<file path="src/rtl/tri_st_cntz64_seq.sv">
// tri_st_cntz64_seq: iterative 64/32-bit leading/trailing zero counter, 16 bits per cycle
module tri_st_cntz64_seq #(
  parameter bit EARLY_OUT = 1'b1
) (
  input  logic        clk,
  input  logic        rst,
  input  logic        flush,
  input  logic        in_valid,
  output logic        in_ready,
  input  logic        word,
  input  logic        trailing,
  input  logic [0:63] data_i,
  output logic        out_valid,
  input  logic        out_ready,
  output logic [0:6]  count,
  output logic [0:5]  amt,
  output logic        right,
  output logic        zero
);
  typedef enum logic [1:0] {IDLE, SCAN, DONE} state_t;
  state_t state, nxt;
  logic [0:63] d;
  logic [0:15] c_q, chunk;
  logic        wd, tr, ph, found, nz, last, fin;
  logic [1:0]  idx, fi, pos;
  logic [4:0]  z;
  logic [6:0]  acc, val;
  function automatic logic [4:0] lz16(input logic [0:15] c);
    lz16 = 5'd16;
    for (int i = 15; i >= 0; i--) if (c[i]) lz16 = 5'(i);
  endfunction
  function automatic logic [4:0] tz16(input logic [0:15] c);
    tz16 = 5'd16;
    for (int i = 0; i < 16; i++) if (c[i]) tz16 = 5'(15 - i);
  endfunction
  // The chunk is prefetched into c_q one cycle ahead of its evaluation, so the
  // operand mux stays off the count path; ph marks the priming cycle.
  always_comb begin
    fi    = ph ? idx + 2'd1 : 2'd0;
    pos   = tr ? ~fi : (wd ? {1'b1, fi[0]} : fi);
    chunk = d[{pos, 4'b0000} +: 16];
    z     = tr ? tz16(c_q) : lz16(c_q);
    nz    = |c_q;
    last  = idx == (wd ? 2'd1 : 2'd3);
    fin   = ph & (last | (EARLY_OUT & nz));
    val   = {1'b0, idx, 4'b0000} + {2'b00, z};
  end
  always_comb begin
    nxt = state;
    case (state)
      IDLE:    nxt = (in_valid & ~flush) ? SCAN : IDLE;
      SCAN:    nxt = flush ? IDLE : (fin ? DONE : SCAN);
      DONE:    nxt = (flush | out_ready) ? IDLE : DONE;
      default: nxt = IDLE;
    endcase
  end
  always_ff @(posedge clk or posedge rst)
    if (rst) state <= IDLE;
    else state <= nxt;
  always_ff @(posedge clk or posedge rst) begin
    if (rst) begin
      d     <= '0;
      wd    <= 1'b0;
      tr    <= 1'b0;
      ph    <= 1'b0;
      found <= 1'b0;
      idx   <= '0;
      acc   <= '0;
      c_q   <= '0;
      count <= '0;
      right <= 1'b0;
      zero  <= 1'b0;
    end else begin
      if (state == IDLE && in_valid && !flush) begin
        d     <= data_i;
        wd    <= word;
        tr    <= trailing;
        ph    <= 1'b0;
        found <= 1'b0;
        idx   <= '0;
        acc   <= '0;
      end
      if (state == SCAN && !flush) begin
        c_q <= chunk;
        ph  <= 1'b1;
        if (ph) begin
          idx <= idx + 2'd1;
          if (nz && !found) begin
            found <= 1'b1;
            acc   <= val;
          end
        end
        if (fin) begin
          count <= found ? acc : val;
          right <= tr;
          zero  <= ~found & ~nz;
        end
      end
    end
  end
  assign in_ready  = state == IDLE;
  assign out_valid = state == DONE;
  assign amt       = count[1:6];
endmodule

</file>
<file path="config.mk">
export PLATFORM = sky130hd
export DESIGN_NAME = tri_st_cntz64_seq
export DESIGN_NICKNAME = d
export VERILOG_FILES = /design/src/rtl/tri_st_cntz64_seq.sv
export SDC_FILE = /design/constraint.sdc
export NUM_CORES = 1
export LEC_CHECK = 0
export CORE_MARGIN = 2
export CORE_UTILIZATION = 33
export CTS_BUF_LIST = sky130_fd_sc_hd__clkbuf_8 sky130_fd_sc_hd__clkbuf_16
export DETAILED_ROUTE_END_ITERATION = 10
export SETUP_SLACK_MARGIN = 0.02
export SLEW_MARGIN = 5
export SYNTH_ARGS = -nofsm -noshare
export SYNTH_HDL_FRONTEND = slang
export SYNTH_SLANG_ARGS = --single-unit
</file>
<file path="constraint.sdc">
create_clock -name clk -period 4.76 [get_ports clk]
set_input_delay 0.952 -clock clk [delete_from_list [all_inputs] [get_ports clk]]
set_output_delay 0.952 -clock clk [all_outputs]
set_load 0.02 [all_outputs]
</file>
Word level (Yosys, flattened, before mapping)
Index checks and enable logic that the tools add are counted.
{"block": "word_totals", "elab_cells": 94, "inputBits": 71, "regBits": 104, "out_inout_bits": 17}
{"block": "classes", "n_eq_ne": 3, "reduce_logical": 10, "n_addsub": 2, "bitwise_logic": 10, "n_mux": 56, "shifts": 1}
{"operator": "$mux 5", "n": 33}
{"operator": "$shiftx 64x7->65", "n": 1}
{"operator": "$mux 7", "n": 5}
{"operator": "$mux 2", "n": 10}
{"operator": "$reduce_or 16->1", "n": 1}
{"operator": "$add 6x5->7", "n": 1}
{"operator": "$mux 1", "n": 7}
{"operator": "$not 6->7", "n": 1}
{"operator": "$pmux 2 s3", "n": 1}
{"operator": "$logic_and 1x1->1", "n": 4}
{"operator": "$and 1x1->1", "n": 3}
{"operator": "$not 1->1", "n": 3}
{"operator": "$add 2x1->2 const B", "n": 1}
{"operator": "$eq 2x1->1 const B", "n": 1}
{"operator": "$eq 2x2->1", "n": 1}
{"operator": "$eq 2x2->1 const B", "n": 1}
{"operator": "$logic_not 1->1", "n": 2}
{"operator": "$logic_not 2->1", "n": 1}
{"operator": "$not 2->2", "n": 1}
{"operator": "$or 1x1->1", "n": 2}
{"operator": "$reduce_and 2->1", "n": 1}
{"operator": "$reduce_bool 2->1", "n": 1}

Logic depth before layout (Yosys ltp)
Gate-level depths: netlist of the first run.
{"block": "logic_depth", "word_depth": 21, "mapped_depth": 7, "depth_no_buf": 6}

Worst setup path after synthesis of the first run
OpenSTA, ideal clock, no wires.
{"block": "synth_path", "kind": "input to register", "start": "input flush", "end": "register acc[0]", "setup_ns": 0.137, "required_ns": 4.623, "stages": 6, "t_arrival_ns": 2.020, "setup_slack_ns": 2.602, "path_buffers": 2, "path_cell_list": "nor3b_1 buf_2 nand2_1 nor3_2 buf_2 a21oi_1"}
{"block": "synth_between", "elab_chain_len": 6, "elab_cells_between_ends": 7, "classes_between": "4 x mux; 3 x reduce/logical"}
{"item": "start, declared", "line_no": "7", "source": "input logic flush,"}
{"item": "$logic_not 1->1 *", "line_no": "74, 83"}
{"item": "$logic_and 1x1->1", "line_no": "74", "source": "if (state == IDLE && in_valid && !flush) begin"}
{"item": "$mux 7", "line_no": "74"}
{"item": "$mux 7", "line_no": "88", "source": "if (nz && !found) begin"}
{"item": "$mux 7", "line_no": "86", "source": "if (ph) begin"}
{"item": "$mux 7 *", "line_no": "83", "source": "if (state == SCAN && !flush) begin"}
{"item": "end signal, assigned", "line_no": "90", "source": "acc <= val;"}
{"item": "end, declared", "line_no": "27", "source": "logic [6:0] acc, val;"}
Mark *: on every way between the ends. The rest lies on a longest branch, timed or not.
A chain may end at the register's enable or synchronous reset.

Worst setup path in the final report of the first run
{"block": "layout_path", "start": "input flush", "end": "register acc[3]"}
The elaborated chain is that of the path after synthesis.

==> results of run 1 <==
## per-layer routing
metal / vias up / wire, um / track usage (%)
met2: 79 / 5400 / 25.66
met5: - / 0 / 0
met1: 1840 / 5379 / 20.48
li1: 1926 / - / -
met4: 0 / 204 / 5.556
met3: 17 / 356 / 2.867
## logic make-up (layout without fill, tap and decap cells)
group	count (synthesis)	after routing	synth area share [%]
adders and majority gates	2	2	0.5130
muxes	37	37	7.645
DFF	104	104	53.36
xor gates and xnor gates	3	3	0.5388
AOI/OAI and AO/OA	61	61	9.056
and+or+nand+nor	290	290	24.96
buffers and inverters	39	113	3.925
## path summary, 6_finish.rpt
kind                       depth (start not counted)  endpoint  slack [ns]   start
max                                                6    acc[3]        1.72   flush
min                                                2     d[63]        0.48   d[63]
max reg2reg                                        6   c_q[12]        1.96  idx[0]
min reg2reg                                        2     d[63]        0.48   d[63]
max in group asynchronous                          3     d[21]        2.68     rst
min in group asynchronous                          2  count[2]        1.21     rst
## worst max-delay path, cell delays in order
cell             delay [ns]
clkdlybuf4s50_1        0.51
nor3b_2                0.60
nand2_1                0.31
nor3_2                 0.64
nand3b_1               0.19
nand2_1                0.07
## state kept, by name (all words and copies together), names as in the netlist
| name | count |
|---|---|
| idx | 2 |
| found | 1 |
| state | 2 |
| d | 64 |
| ph | 1 |
| wd | 1 |
| acc | 7 |
| count | 7 |
| tr | 1 |
| c_q | 16 |
| right | 1 |
| zero | 1 |
## final cells by class
| type | instances | area, um^2 | area share (%) |
|---|---|---|---|
| sequential | 104 | 2603 | 41.80 |
| multi-input combinational | 393 | 2108 | 33.86 |
| timing repair buffer | 92 | 908.4 | 14.59 |
| clock buffer | 11 | 252.7 | 4.059 |
| tap | 184 | 230.2 | 3.698 |
| clock inverter | 5 | 102.6 | 1.648 |
| inverter | 5 | 21.27 | 0.3416 |
## synthesized netlist by cell type (3+ instances only)
cell type  number  area [um^2]
a221oi_1       15        131.4
nor2_1         26        97.59
o21ai_1         9        45.04
buf_2           3        15.01
inv_1           5        18.77
nand3_1         5        25.02
buf_4           9        67.56
dfrtp_1       104         2603
nor2b_1         6        37.54
nor3_1          5        25.02
or4_4           3        33.78
nor4_1          4        25.02
nand2_1       225        844.6
mux2i_1        35        350.3
nand2b_1        4        25.02
a21o_1          3        22.52
o21ai_0         5        25.02
clkbuf_1       20        75.07
a21oi_1        10        50.05
## through the flow
stage,setup WS (ns),cell area [um^2]
6_report,1.725,6226
3_3_place_gp,1.461,5871
4_1_cts,1.734,6226
2_1_floorplan,1.076,4877
5_1_grt,1.492,6226
3_5_place_dp,1.358,5871
## power breakdown
group | total [mW] | internal [mW] | switching [mW]
logic | 1.02 | 0.477 | 0.541
clock network | 0.867 | 0.542 | 0.325
registers | 1.43 | 1.15 | 0.271
total | 3.31 | 2.17 | 1.14
==> metrics, run 1 <==
setup violators final=0; Slew HR=24.88%; starting density of the core=33.68%; Critical Path End Type=register; unrepaired setup endpoints after global routing=false; core area=14480 um^2; Synth Cell Area=4877 um^2; CTS max path bufs=2; Static Leak=2.971 nW; Post-CTS Setup Bufs=0; dominant synthesized flop cell=dfrtp_1; initial antenna violation count=0; maxcap violations=0; H-tree Lvls=3; antenna viol nets, final=0; wire length per cell=14.28 um; GR Util All Layers=15.53%; vias after detailed routing=3862; Yosys reg bits=104; fin util=43.00%; required time of the critical path=5.00 ns; Port Buffers=87; register area share after synthesis=53.36%; Finished Layout Cells=794; area of the die=15770 um^2; Max Fclk=329.5 MHz; Hold Vio Cnt, Final=0; Setup Crit Path Kind=in -> reg; TritonCTS buffer count=9; leading cell type in the layout, fill and taps excluded=nand2_1; Die X=125.6 um; Rows=44; Critical Path Fanout Max=14; worst IR drop on VDD=0.2189 mV; share of layout cells above drive strength 1=5.902%; min Tclk post-route=3.035 ns; ys async rst share=100.0%; max-slew violations=0; Post-synth EDFFs=0; TritonCTS clock tree=done; Post-Syn Instances=536; DRC violations left=0; total congestion overflow=0; # resized after CTS=0; dpl cells=778; Final TNS setup=0 ns; total power=3.311 mW; hold slack=0.4759 ns; Synth cell types=48; Nets=678; hold_buf cts=0; synth-to-layout area growth=27.66%; DR pass1 iterations=6; Die Ht=125.6 um; CP Launch Type=primary input; DRT Wirelength=11340 um; Root Buffer=clkbuf_16; actual slew at the worst max-slew pin=1.121 ns; via count of the first global-routing pass=3991; FILL cells=1408; HP Class=reg -> reg; Mapped Avg Cell Area=9.099 um^2; later-pin clock latency in the skew report=0.35 ns; Starting DRT DRC Count=238; largest net degree at the start of global routing=89; # diodes=0; # IOs=88; clock sinks=104; yosys warns=0; gpl congestion=0.8190; Tcrit/Tclk final=63.77%; Clock transition at path regs=0.07 ns; data arrival time of the critical path=3.27 ns; Worst Skew=0.006536 ns; PD cells=531.8 nW/um^2; Syn Nets=609; HPWL Detailed=7993 um; outcome=complete, no violations; commonest cells after routing, fill and taps aside=225 x nand2_1, 104 x dfrtp_1, 87 x clkdlybuf4s50_1; first-pass GRT wire length=19800 um; Via density=4.864
Power figures use the tool's default switching activity.
==> run 2, diff against run 1 <==
==> constraint.sdc (replaced) <==
create_clock -name clk -period 3 [get_ports clk]
set_input_delay 0.6 -clock clk [delete_from_list [all_inputs] [get_ports clk]]
set_output_delay 0.6 -clock clk [all_outputs]
set_load 0.02 [all_outputs]
==> metrics, run 2 (synthesis results as in run 1) <==
CP bufs+invs=1 (unchanged); DR pass1 iterations=5 (-1); later-pin clock latency in the skew report=0.35 ns (about the same); Setup Crit Path Kind=reg -> out; vias after detailed routing=3910 (+1.2%); # IOs=88 (unchanged); # diodes=0 (unchanged); commonest cells after routing, fill and taps aside=225 x nand2_1, 104 x dfrtp_1, 87 x clkdlybuf4s50_1; actual slew at the worst max-slew pin=0.5923 ns (-0.5284 ns); Via density=4.894 (+0.61%); initial antenna violation count=0 (unchanged); Clock transition at path regs=0.07 ns (about the same); # resized after CTS=0 (unchanged); antenna viol nets, final=0 (unchanged); Starting DRT DRC Count=234 (-1.7%); share of layout cells above drive strength 1=6.667% (+0.77 points); crit-path cells=nor2b_1, clkdlybuf4s50_1; gpl congestion=0.8928 (+9.0%); total congestion overflow=0 (unchanged); max-slew violations=0 (unchanged); Crit path max-delay family=buffers and inverters; Static Leak=2.994 nW (+0.78%); CP peak stage delay=0.66 ns (+0.02 ns); CTS max path bufs=2 (unchanged); synth-to-layout area growth=28.53%; Largest regs=d x64, c_q x16; Rows=44 (unchanged); max reg flops=64 (unchanged); setup violators final=0 (unchanged); dpl cells=783 (+0.64%); share of total power in combinational logic=32.6% (+1.8 points); Critical Path Fanout Max=6 (-8); CP Launch Type=register; DRT Wirelength=11360 um (+0.19%); Port Buffers=87 (unchanged); via count of the first global-routing pass=3787 (-5.1%); Die X=125.6 um (unchanged); Max Fclk=425.3 MHz; HP Class=reg -> reg; Finished Layout Cells=799 (+0.63%); clock sinks=104 (unchanged); Pint=3.377 mW (+55%); HPWL Detailed=7980 um (-0.16%); Tcrit/Tclk final=78.38%; wire length per cell=14.22 um (-0.44%); final design area excluding fillers=6269 um^2 (+0.68%); switching component of the power=1.802 mW (+58%); Post-CTS Setup Bufs=0 (unchanged); TritonCTS clock tree=done; Largest Register=d; Root Buffer=clkbuf_16; DRC violations left=0 (unchanged); total power=5.179 mW (+56%); first-pass GRT wire length=19040 um (-3.8%); starting density of the core=33.68% (unchanged); clock share of power=24.2% (-2.0 points); Worst Skew=0.005178 ns (-0.001358 ns); hold_buf cts=0 (unchanged); Die Ht=125.6 um (unchanged); worst IR drop on VDD=0.3457 mV (+58%); Slew HR=60.15% (+35 points); Critical Path End Type=output pin; Hold Vio Cnt, Final=0 (unchanged); data arrival time of the critical path=1.75 ns (-1.52 ns); PD cells=826.2 nW/um^2 (+55%); leading cell type in the layout, fill and taps excluded=nand2_1; largest net degree at the start of global routing=105 (+18%); core area=14480 um^2 (unchanged); GR Util All Layers=14.92% (-0.61 points); Nets=683 (+0.74%); outcome=complete, no violations; Sequential Power Share=43.3% (+0.2 points); min Tclk post-route=2.351 ns; Switching Fraction=34.80% (+0.43 points); unrepaired setup endpoints after global routing=false; Post-DP Area=5947 um^2 (+1.3%); Slowest-stage cell, CP=clkdlybuf4s50_1; TritonCTS buffer count=9 (unchanged); area of the die=15770 um^2 (unchanged); required time of the critical path=2.40 ns (-2.60 ns); fin util=43.29% (+0.29 points); Final TNS setup=0 ns (unchanged); maxcap violations=0 (unchanged); H-tree Lvls=3 (unchanged)
==> run 2: cell count changes in the layout (fill, tap and decap cells not counted), sizes merged <==
cell,before,now
buf,5,10
bufinv,3,2
clkbuf,11,10
clkinv,1,3
clkinvlp,1,2
inv,5,4
==> run 2: worst paths after layout <==
path | start | slack (ns) | to | cells after the start
worst min-delay path | d[32] | 0.47 | d[32] | 2
worst max register to register | idx[0] | 0.71 | c_q[7] | 6
worst min register to register | d[32] | 0.47 | d[32] | 2
max in group asynchronous | rst | 1.82 | d[12] | 3
worst max-delay path | state[1] | 0.65 | out_valid | 2
min in group asynchronous | rst | 0.75 | acc[6] | 3
==> run 2: power by group through the flow <==
| stage | clock [mW] | combinational, mW | sequential [mW] |
|---|---|---|---|
| floorplan | 0 | 1.19 | 2.16 |
| global placement | 0 | 1.66 | 2.24 |
| detailed placement | 0 | 1.70 | 2.26 |
| CTS | 1.28 | 1.71 | 2.24 |
| global route | 1.33 | 1.86 | 2.31 |
| finish | 1.25 | 1.69 | 2.24 |
==> run 2: cell type report <==
cell class              instances  area [um^2]
clock buffers                  10        239.0
inverters                       5        22.52
fillers                      1447         8210
repair buffers                 97        983.4
multi-input cells             393         2108
clock inverters                 6        82.58
well taps                     184        230.2
flip-flops and latches        104         2603
==> run 2: worst register-to-register path, stage by stage (launching register included) <==
cell      delay, ns
dfrtp_1        0.44
xor2_1         0.38
a211oi_1       0.18
a31oi_4        0.42
buf_4          0.31
mux2i_1        0.28
a221oi_1       0.12
==> run 2: per-layer routing <==
layer / part of all wire, % / GRT usage (%) / wire length (um) / vias to the layer above
met5: 0 / 0 / 0 / -
met4: 2.5 / 6.340 / 286 / 0
met3: 4.6 / 2.439 / 522 / 19
met2: 47 / 23.88 / 5357 / 108
met1: 46 / 20.14 / 5195 / 1851
li1: - / - / - / 1932
==> run 2: through the flow <==
step	hold WS (ns)	worst slack (ns)
final	0.4723	0.6487
after detailed placement	0.4588	0.4463
after CTS	0.4777	0.6581
after global placement	0.4580	0.5368
after floorplan	0.4401	0.9174
after global routing	0.4914	0.5144
==> run 3, diff against run 2 <==
==> constraint.sdc (replaced) <==
create_clock -name clk -period 2.2 [get_ports clk]
set_input_delay 0.44 -clock clk [delete_from_list [all_inputs] [get_ports clk]]
set_output_delay 0.44 -clock clk [all_outputs]
set_load 0.02 [all_outputs]
==> metrics, run 3 (synthesis results as in run 1) <==
setup violators final=0 (unchanged); vias after detailed routing=3972 (+1.6%); # IOs=88 (unchanged); HPWL Detailed=8461 um (+6.0%); leading cell type in the layout, fill and taps excluded=nand2_1; CTS max path bufs=2 (unchanged); worst setup margin=0.07868 ns (-0.5700 ns); Root Buffer=clkbuf_16; outcome=complete, no violations; Tcrit/Tclk final=96.42%; Port Buffers=87 (unchanged); antenna viol nets, final=0 (unchanged); worst IR drop on VDD=0.4513 mV (+31%); H-tree Lvls=3 (unchanged); dpl cells=803 (+2.6%); Die X=125.6 um (unchanged); TritonCTS clock tree=done; maxcap violations=0 (unchanged); first-pass GRT wire length=19820 um (+4.1%); HP Class=reg -> reg; Hold Vio Cnt, Final=0 (unchanged); Largest Register=d; gpl congestion=0.8229 (-7.8%); Die Ht=125.6 um (unchanged); unrepaired setup endpoints after global routing=false; required time of the critical path=1.76 ns (-0.64 ns); Nets=703 (+2.9%); Via density=4.850 (-0.90%); data arrival time of the critical path=1.68 ns (-0.07 ns); Max Fclk=471.4 MHz; max reg flops=64 (unchanged); GR Util All Layers=15.84% (+0.92 points); actual slew at the worst max-slew pin=0.6810 ns (+0.08868 ns); Final TNS setup=0 ns (unchanged); Rows=44 (unchanged); TritonCTS buffer count=9 (unchanged); PD cells=1124 nW/um^2 (+36%); crit-path cells=nor2b_2, clkdlybuf4s50_1; total congestion overflow=0 (unchanged); largest net degree at the start of global routing=105 (unchanged); synth-to-layout area growth=31.76%; # diodes=0 (unchanged); later-pin clock latency in the skew report=0.35 ns (about the same); Static Leak=3.098 nW (+3.5%); Largest regs=d x64, c_q x16; CP Launch Type=register; wire length per cell=14.52 um (+2.1%); Slowest-stage cell, CP=clkdlybuf4s50_1; clock sinks=104 (unchanged); core area=14480 um^2 (unchanged); initial antenna violation count=0 (unchanged); Worst Skew=0.007685 ns (+0.002508 ns); DR pass1 iterations=4 (-1); Starting DRT DRC Count=203 (-13%); min Tclk post-route=2.121 ns; starting density of the core=33.68% (unchanged); Crit path max-delay family=buffers and inverters; worst slack at placement=0.08113 ns (-0.3652 ns); Slew HR=54.18% (-6.0 points); hold_buf cts=0 (unchanged); Finished Layout Cells=819 (+2.5%); via count of the first global-routing pass=4022 (+6.2%); share of layout cells above drive strength 1=9.606% (+2.9 points); Critical Path Fanout Max=6 (unchanged); area of the die=15770 um^2 (unchanged); Critical Path End Type=output pin; commonest cells after routing, fill and taps aside=225 x nand2_1, 103 x dfrtp_1, 87 x clkdlybuf4s50_1; DRC violations left=0 (unchanged); CP bufs+invs=1 (unchanged); Setup Crit Path Kind=reg -> out; CP peak stage delay=0.64 ns (-0.02 ns); Clock transition at path regs=0.07 ns (about the same); max-slew violations=0 (unchanged); DRT Wirelength=11890 um (+4.7%)
run 3: metal layers:
metal  GRT usage [%]  part of all wire, %
met1           20.48                   46
met2           26.23                   48
met3           2.953                  3.5
met4           6.471                  2.3
met5               0                    0
run 3: worst paths after layout:
check                          from  cells after the start  slack, ns   endpoint
setup / recovery           state[1]                      2       0.08  out_valid
hold / removal                d[54]                      2       0.47      d[54]
setup reg to reg            c_q[15]                      6       0.14   count[1]
hold reg to reg               d[54]                      2       0.47      d[54]
max in group asynchronous       rst                      3       1.18      d[12]
min in group asynchronous       rst                      3       0.59     acc[4]
run 3: cell type report:
cell class | instances | area, um^2
clock buffers | 11 | 252.7
clock inverters | 5 | 47.55
fillers | 1411 | 8053
inverters | 5 | 22.52
multi-input cells | 393 | 2111
flip-flops and latches | 104 | 2604
well taps | 184 | 230.2
repair buffers | 117 | 1159
run 3: timing repair:
action	4_1_cts	5_1_grt
gates resized for setup	2	0
endpoints found under the setup margin	1	0
buffers inserted	0	0
run 3: stage by stage:
step	utilization, %	hold WS (ns)	area, um^2	power, mW
floorplan	-	0.4401	4881	4.570
global placement	42.28	0.4538	6122	5.604
detailed placement	42.28	0.4612	6122	5.667
CTS	44.38	0.4777	6426	7.317
global route	44.38	0.4974	6426	7.734
finish	44.38	0.4721	6426	7.224
run 3: worst min-delay path, delay by kind of cell, from the launching register on:
kind / cells / cell delay, ns
and+or+nand+nor: 2 / 0.10
DFF: 1 / 0.34
run 3: where the power goes:
group | switching, mW | internal, mW
Clock | 0.685 | 0.932
Sequential | 0.417 | 2.50
Combinational | 1.41 | 1.28
